===== src/rtl/fp_32_to_16_convert_pipe_if.sv =====
// Operand/result channel of the fp32 -> fp16 narrowing converter.
// The slave modport is the converter; the master modport drives operands and consumes results.
interface fp_32_to_16_convert_pipe_if;
  logic        in_valid_i;
  logic        in_ready_o;
  logic [31:0] operand_fp32_i;
  logic        out_valid_o;
  logic        out_ready_i;
  logic [15:0] result_o;
  logic [3:0]  flags_o;

  modport slave (
    input  in_valid_i,
    input  operand_fp32_i,
    input  out_ready_i,
    output in_ready_o,
    output out_valid_o,
    output result_o,
    output flags_o
  );

  modport master (
    output in_valid_i,
    output operand_fp32_i,
    output out_ready_i,
    input  in_ready_o,
    input  out_valid_o,
    input  result_o,
    input  flags_o
  );
endinterface


===== src/rtl/fp_32_to_16_convert_pipe.sv =====
// Two-stage binary32 -> binary16 converter with round-to-nearest-even and sticky flags.
// S1 classifies and aligns the operand; S2 rounds and forms the result and per-result flags.
module fp_32_to_16_convert_pipe (
  input  logic                             clk_i,
  input  logic                             rst_i,
  fp_32_to_16_convert_pipe_if.slave        conv_if,
  input  logic                             clear_flags_i,
  output logic [3:0]                       sticky_flags_o
);

  localparam logic [2:0] CLS_NORM = 3'd0;
  localparam logic [2:0] CLS_SUB  = 3'd1;
  localparam logic [2:0] CLS_ZERO = 3'd2;
  localparam logic [2:0] CLS_INF  = 3'd3;
  localparam logic [2:0] CLS_OVF  = 3'd4;
  localparam logic [2:0] CLS_NAN  = 3'd5;

  // Handshake: a beat moves when valid and ready are high in the same cycle; valid never
  // depends on ready, and ready depends only on downstream ready and stage occupancy.
  logic s2_load;
  logic in_ready;
  logic in_fire;
  logic out_fire;

  logic        s1_valid_q, s1_valid_d;
  logic [2:0]  s1_cls_q;
  logic        s1_sign_q;
  logic [4:0]  s1_exp_q;
  logic [9:0]  s1_kept_q;
  logic        s1_g_q;
  logic        s1_st_q;
  logic        s1_snan_q;

  logic        out_valid_q, out_valid_d;
  logic [15:0] result_q;
  logic [3:0]  flags_q;
  logic [3:0]  sticky_q, sticky_d;

  assign s2_load  = !out_valid_q || conv_if.out_ready_i;
  assign in_ready = !s1_valid_q || s2_load;
  assign in_fire  = conv_if.in_valid_i && in_ready;
  assign out_fire = out_valid_q && conv_if.out_ready_i;

  // ---------------- S1: classification and alignment ----------------
  logic        op_sign;
  logic [7:0]  op_exp;
  logic [22:0] op_man;
  logic [23:0] sig;
  logic [7:0]  sh_raw;
  logic [4:0]  sh_sat;
  logic [35:0] sub_shift;
  logic [2:0]  cls_d;
  logic [4:0]  exp_d;
  logic [9:0]  kept_d;
  logic        g_d;
  logic        st_d;
  logic        snan_d;

  assign op_sign = conv_if.operand_fp32_i[31];
  assign op_exp  = conv_if.operand_fp32_i[30:23];
  assign op_man  = conv_if.operand_fp32_i[22:0];

  always_comb begin
    sig    = {1'b1, op_man};
    sh_raw = 8'd126 - op_exp;
    // Beyond 26 every significand bit is already below guard, so larger shifts are equivalent.
    sh_sat    = (sh_raw > 8'd26) ? 5'd26 : sh_raw[4:0];
    sub_shift = 36'({sig, 26'd0} >> sh_sat);

    cls_d  = CLS_NORM;
    exp_d  = 5'(op_exp - 8'd112);
    kept_d = op_man[22:13];
    g_d    = op_man[12];
    st_d   = |op_man[11:0];
    snan_d = 1'b0;

    if (op_exp == 8'hFF) begin
      cls_d  = (op_man != 23'd0) ? CLS_NAN : CLS_INF;
      snan_d = ~op_man[22];
    end else if (op_exp == 8'd0) begin
      cls_d = CLS_ZERO;
      g_d   = 1'b0;
      st_d  = |op_man;
    end else if (op_exp > 8'd142) begin
      cls_d = CLS_OVF;
    end else if (op_exp < 8'd113) begin
      cls_d  = CLS_SUB;
      exp_d  = 5'd0;
      kept_d = sub_shift[35:26];
      g_d    = sub_shift[25];
      st_d   = |sub_shift[24:0];
    end
  end

  assign s1_valid_d = in_ready ? conv_if.in_valid_i : s1_valid_q;

  always_ff @(posedge clk_i) begin
    if (rst_i) begin
      s1_valid_q <= 1'b0;
      s1_cls_q   <= CLS_ZERO;
      s1_sign_q  <= 1'b0;
      s1_exp_q   <= 5'd0;
      s1_kept_q  <= 10'd0;
      s1_g_q     <= 1'b0;
      s1_st_q    <= 1'b0;
      s1_snan_q  <= 1'b0;
    end else begin
      s1_valid_q <= s1_valid_d;
      if (in_fire) begin
        s1_cls_q  <= cls_d;
        s1_sign_q <= op_sign;
        s1_exp_q  <= exp_d;
        s1_kept_q <= kept_d;
        s1_g_q    <= g_d;
        s1_st_q   <= st_d;
        s1_snan_q <= snan_d;
      end
    end
  end

  // ---------------- S2: rounding and flag generation ----------------
  logic        round_up;
  logic        inexact;
  logic [14:0] rounded;
  logic [15:0] result_d;
  logic [3:0]  flags_d;

  always_comb begin
    round_up = s1_g_q & (s1_st_q | s1_kept_q[0]);
    inexact  = s1_g_q | s1_st_q;
    // A mantissa carry ripples into the exponent: subnormal -> 0x0400, 30 -> infinity.
    rounded  = {s1_exp_q, s1_kept_q} + {14'd0, round_up};
    result_d = {s1_sign_q, rounded};
    flags_d  = {3'b000, inexact};
    case (s1_cls_q)
      CLS_NAN: begin
        result_d = {s1_sign_q, 5'h1F, 10'h200};
        flags_d  = {s1_snan_q, 3'b000};
      end
      CLS_INF: begin
        result_d = {s1_sign_q, 15'h7C00};
        flags_d  = 4'b0000;
      end
      CLS_ZERO: begin
        result_d = {s1_sign_q, 15'h0000};
        flags_d  = {2'b00, s1_st_q, s1_st_q};
      end
      CLS_OVF: begin
        result_d = {s1_sign_q, 15'h7C00};
        flags_d  = 4'b0101;
      end
      CLS_SUB: begin
        flags_d = {2'b00, inexact & (rounded[14:10] == 5'd0), inexact};
      end
      default: begin
        if (rounded[14:10] == 5'h1F) flags_d = 4'b0101;
      end
    endcase
  end

  assign out_valid_d = s2_load ? s1_valid_q : out_valid_q;
  assign sticky_d    = clear_flags_i ? 4'h0 : (out_fire ? (sticky_q | flags_q) : sticky_q);

  always_ff @(posedge clk_i) begin
    if (rst_i) begin
      out_valid_q <= 1'b0;
      result_q    <= 16'h0000;
      flags_q     <= 4'h0;
      sticky_q    <= 4'h0;
    end else begin
      out_valid_q <= out_valid_d;
      sticky_q    <= sticky_d;
      if (s2_load && s1_valid_q) begin
        result_q <= result_d;
        flags_q  <= flags_d;
      end
    end
  end

  assign conv_if.in_ready_o  = in_ready;
  assign conv_if.out_valid_o = out_valid_q;
  assign conv_if.result_o    = result_q;
  assign conv_if.flags_o     = flags_q;
  assign sticky_flags_o      = sticky_q;

endmodule


===== src/flat_wrapper.sv =====
// flat-port wrapper written by rule: the top's interface ports become plain ports
module fp_32_to_16_convert_pipe_flat 
  (clk_i, rst_i, clear_flags_i, sticky_flags_o, conv_if_in_valid_i, conv_if_operand_fp32_i, conv_if_out_ready_i, conv_if_in_ready_o, conv_if_out_valid_o, conv_if_result_o, conv_if_flags_o);
  fp_32_to_16_convert_pipe_if conv_if_i ();
  input  logic clk_i;
  input  logic rst_i;
  input  logic clear_flags_i;
  output logic [3:0] sticky_flags_o;
  input wire logic [$bits(conv_if_i.in_valid_i)-1:0] conv_if_in_valid_i;
  input wire logic [$bits(conv_if_i.operand_fp32_i)-1:0] conv_if_operand_fp32_i;
  input wire logic [$bits(conv_if_i.out_ready_i)-1:0] conv_if_out_ready_i;
  output wire logic [$bits(conv_if_i.in_ready_o)-1:0] conv_if_in_ready_o;
  output wire logic [$bits(conv_if_i.out_valid_o)-1:0] conv_if_out_valid_o;
  output wire logic [$bits(conv_if_i.result_o)-1:0] conv_if_result_o;
  output wire logic [$bits(conv_if_i.flags_o)-1:0] conv_if_flags_o;
  assign conv_if_i.in_valid_i = conv_if_in_valid_i;
  assign conv_if_i.operand_fp32_i = conv_if_operand_fp32_i;
  assign conv_if_i.out_ready_i = conv_if_out_ready_i;
  assign conv_if_in_ready_o = conv_if_i.in_ready_o;
  assign conv_if_out_valid_o = conv_if_i.out_valid_o;
  assign conv_if_result_o = conv_if_i.result_o;
  assign conv_if_flags_o = conv_if_i.flags_o;
  fp_32_to_16_convert_pipe u_core (.clk_i(clk_i), .rst_i(rst_i), .conv_if(conv_if_i), .clear_flags_i(clear_flags_i), .sticky_flags_o(sticky_flags_o));
endmodule

===== config.mk =====
export PLATFORM = sky130hd
export DESIGN_NAME = fp_32_to_16_convert_pipe_flat
export DESIGN_NICKNAME = d
export VERILOG_FILES = /design/src/rtl/fp_32_to_16_convert_pipe_if.sv /design/src/rtl/fp_32_to_16_convert_pipe.sv /design/src/flat_wrapper.sv
export SDC_FILE = /design/constraint.sdc
export NUM_CORES = 1
export LEC_CHECK = 0
export ABC_AREA = 1
export CAP_MARGIN = 20
export CORE_ASPECT_RATIO = 1.1
export CORE_UTILIZATION = 55
export DETAILED_ROUTE_END_ITERATION = 7
export PLACE_DENSITY = 0.85
export SYNTH_ARGS = -nofsm -noshare
export SYNTH_HDL_FRONTEND = slang
export SYNTH_SLANG_ARGS = --single-unit

===== constraint.sdc =====
create_clock -name clk_i -period 4.19 [get_ports clk_i]
set_input_delay 1.0475 -clock clk_i [delete_from_list [all_inputs] [get_ports clk_i]]
set_output_delay 1.0475 -clock clk_i [all_outputs]
set_load 0.005 [all_outputs]

==> impl_metrics.py <==
metrics = {
    "critical_path": {
        "worst_setup_path_start_kind": "primary input",
        "criticalPathCategory": "in2reg",
        "crit_required_ns": 4.37,
        "path_max_fanout": 9,
        "cp-end-kind": "register",
        "cp.arrival_ns": 4.03,
        "r2r_cells": 20,
    },
    "clock_network": {
        "clock-root-buffer": "clkbuf_8",
        "clk_pin_slew_ns": 0.08,
        "postCtsHoldBufs": 0,
        "cts_buffers": 5,
        "ctsHtreeMaxLevel": 2,
        "clock-sinks": 48,
        "cts_tree": "built",
        "post-cts-setup-buffer-count": 0,
        "clock_latency_ns": 0.30,
        "post_cts_resized": 0,
        "cts_buffer_depth": 2,
    },
    "yosys": {
        "ys_ff_latch": 48,
        "synth_top_family_by_area": "simple AND/OR/NAND/NOR gates",
        "synth_xor_area_frac": 0.0124,
        "yosys.area_share.simple": 0.485,
        "synthMuxAreaShare": 0,
        "synth_flop_cell": "dfxtp_1",
        "synth-edff-count": 0,
        "synth_cell_types": 40,
        "ys_seq_area_frac": 0.231,
        "synth_adder_area_share": 0.0211,
        "async_flop_share": 0,
        "syn-num-nets": 738,
        "yosysWarnings": 0,
        "synth-compound-area-share": 0.142,
        "synth.avg_cell_area_sq_um": 5.98,
        "syn-cell-area_sq_um": 4150,
        "synth_cells": 694,
    },
    "drt": {
        "vias": 5059,
        "wirelength_um": 13300,
        "drtAntennaViolNets": 0,
        "first_pass_iters": 8,
        "drcViolationCount": 7,
        "drt-vias-per-instance": 6.01,
        "wl_per_cell_um": 15.8,
        "drt_iter0_markers": 494,
    },
    "floorplanning": {
        "dieArea_sq_um": 7900,
        "die_height_um": 93.1,
        "die_w_um": 84.9,
        "top_level_ports": 63,
        "start_util": 0.579,
        "num_rows": 32,
        "core_area_sq_um": 7170,
    },
    "timing": {
        "fin_ws_ns": 0.346,
        "period_share": 0.917,
        "worst_pin_slew_ns": 0.674,
        "final.setup.tns_ns": 0,
        "hold_viol": 0,
        "setup_viol": 0,
        "final_max_slew_viol_count": 0,
        "rsz0062_at_grt": "no",
        "clock_skew_ns": 0.00317,
        "relSlewSlack": 0.550,
        "max_freq_mhz": 260,
        "min_period_ns": 3.84,
    },
    "min_path": {
        "hp-class": "reg2reg",
        "holdPathStages": 2,
    },
    "place": {
        "gp_congestion": 1.00,
        "place_worst_setup_slack_ns": 0.0749,
        "dpl.hpwl_um": 10200,
        "port_buffers": 62,
        "placed_area_sq_um": 4950,
    },
    "global_route": {
        "grt_pass1_wl_um": 22300,
        "antenna_found_initial": 0,
        "grt_pass1_vias": 4851,
        "grt.total_usage": 0.349,
        "grt_max_degree": 31,
        "grt-ovfl-total": 0,
    },
    "run_status": {
        "status": "complete, but fails checks",
        "violations": "design-rule violations",
    },
    "finish": {
        "nNetsFinal": 802,
        "final_core_util": 0.704,
        "drive_gt1_frac": 0.0938,
        "n_antenna_cell": 0,
        "postLayoutCellArea_sq_um": 5050,
        "synthToLayoutAreaGrowth_pct": 21.5,
        "final_cell_mix": "nand2_1 (194), nand3_1 (125), inv_1 (67)",
        "final_common_cell": "nand2_1",
    },
    "power_and_ir_drop": {
        "ir_worst_vdd_uv": 151,
        "p_leak_nw": 2.22,
        "powerDensity_nw_per_um2": 234,
    },
    "job": {
        "maxCapViolCount": 0,
    },
}
[layer usage]
metal / routed length (um) / global-route usage / vias up
met4: 622 / 0.188 / 0
li1: - / - / 2469
met2: 6460 / 0.623 / 275
met1: 5170 / 0.412 / 2254
met5: 0 / 0 / -
met3: 1040 / 0.0353 / 61
[report_power, final]
part | switching [W] | internal, W | leakage [nW]
logic | 0.000230 | 0.000143 | 1.77
registers | 0.0000171 | 0.000477 | 0.393
clock network | 0.000142 | 0.000171 | 0.0501
[critical path: stages]
cell             delay (ns)
clkdlybuf4s50_1        0.54
ha_1                   0.26
nand3_1                0.14
o21ai_0                0.18
nand2_1                0.08
nor2_2                 0.16
nand4_4                0.19
buf_4                  0.25
nand2_1                0.11
nand3_1                0.11
nand3_1                0.11
nand3_1                0.08
nand2_1                0.13
nand2_1                0.06
nor2_1                 0.11
nand3_1                0.09
nand2_1                0.06
nand3_1                0.08
nand2_1                0.06
nand2_1                0.05
nand2_1                0.07
a21oi_2                0.06
[through the flow]
step / hold WS (ns) / instances / power [W]
after global placement: 0.434 / 836 / 0.000860
final: 0.451 / 842 / 0.00118
after floorplan: 0.437 / 694 / 0.000730
after CTS: 0.452 / 842 / 0.00117
after global routing: 0.470 / 842 / 0.00124
after detailed placement: 0.439 / 836 / 0.000867
[registers in the layout, indices dropped and copies added (netlist names), 3 cells and up]
register and flops:
u_core.conv_if.flags_o 4, u_core.s1_cls_q 3, u_core.s1_exp_q 5, u_core.sticky_flags_o 4, u_core.conv_if.result_o 16, u_core.s1_kept_q 10
[layout make-up]
cell class              instances  area [sq um]
clock buffers                   5          68.8
fillers                       622          2120
clock inverters                 1          30.0
flip-flops and latches         48           961
multi-input cells             544          2740
inverters                      70           264
well taps                      85           106
repair buffers                 89           873
[cell families (layout without fill, tap and decap cells)]
group | count (synthesis) | after routing
compound gates | 100 | 100
xor+xnor | 5 | 5
fa+ha+maj | 7 | 7
buf+inv | 102 | 165
flops | 48 | 48
simple gates | 432 | 432
[cell usage after synthesis, types with 2 or more instances]
library cell  instances  area share
xor2_1                4      0.0084
nand2_1             194        0.18
nand3_4               2      0.0084
nand4_1              23       0.035
nor2_1               49       0.044
o211ai_1             11       0.020
inv_2                 2      0.0018
nand2_4               2      0.0054
o221ai_1              2      0.0042
inv_1                67       0.061
a31oi_1              12       0.018
or2_2                 4      0.0060
a221oi_1              3      0.0063
buf_2                10       0.012
a21oi_1              38       0.046
clkbuf_1             13       0.012
buf_4                 2      0.0036
dfxtp_1              48        0.23
nor2_8                2      0.0096
a21oi_2               3      0.0063
nor2_2                5      0.0075
nand2_2              13       0.020
nand3_1             125        0.15
nor4_1                4      0.0060
o21ai_1               2      0.0024
o21ai_0              24       0.029
buf_6                 6       0.016
ha_1                  7       0.021
nor3_1                6      0.0072
[worst paths after layout]
kind	startpoint	end	slack, ns
worst max-delay path	conv_if_operand_fp32_i[24]	u_core.s1_st_q	0.35
worst min-delay path	u_core.sticky_flags_o[3]	u_core.sticky_flags_o[3]	0.45
worst max register to register	u_core.s1_st_q	u_core.conv_if.flags_o[1]	0.80
worst min register to register	u_core.sticky_flags_o[3]	u_core.sticky_flags_o[3]	0.45
Note: power is estimated with default switching activity, not from simulation.
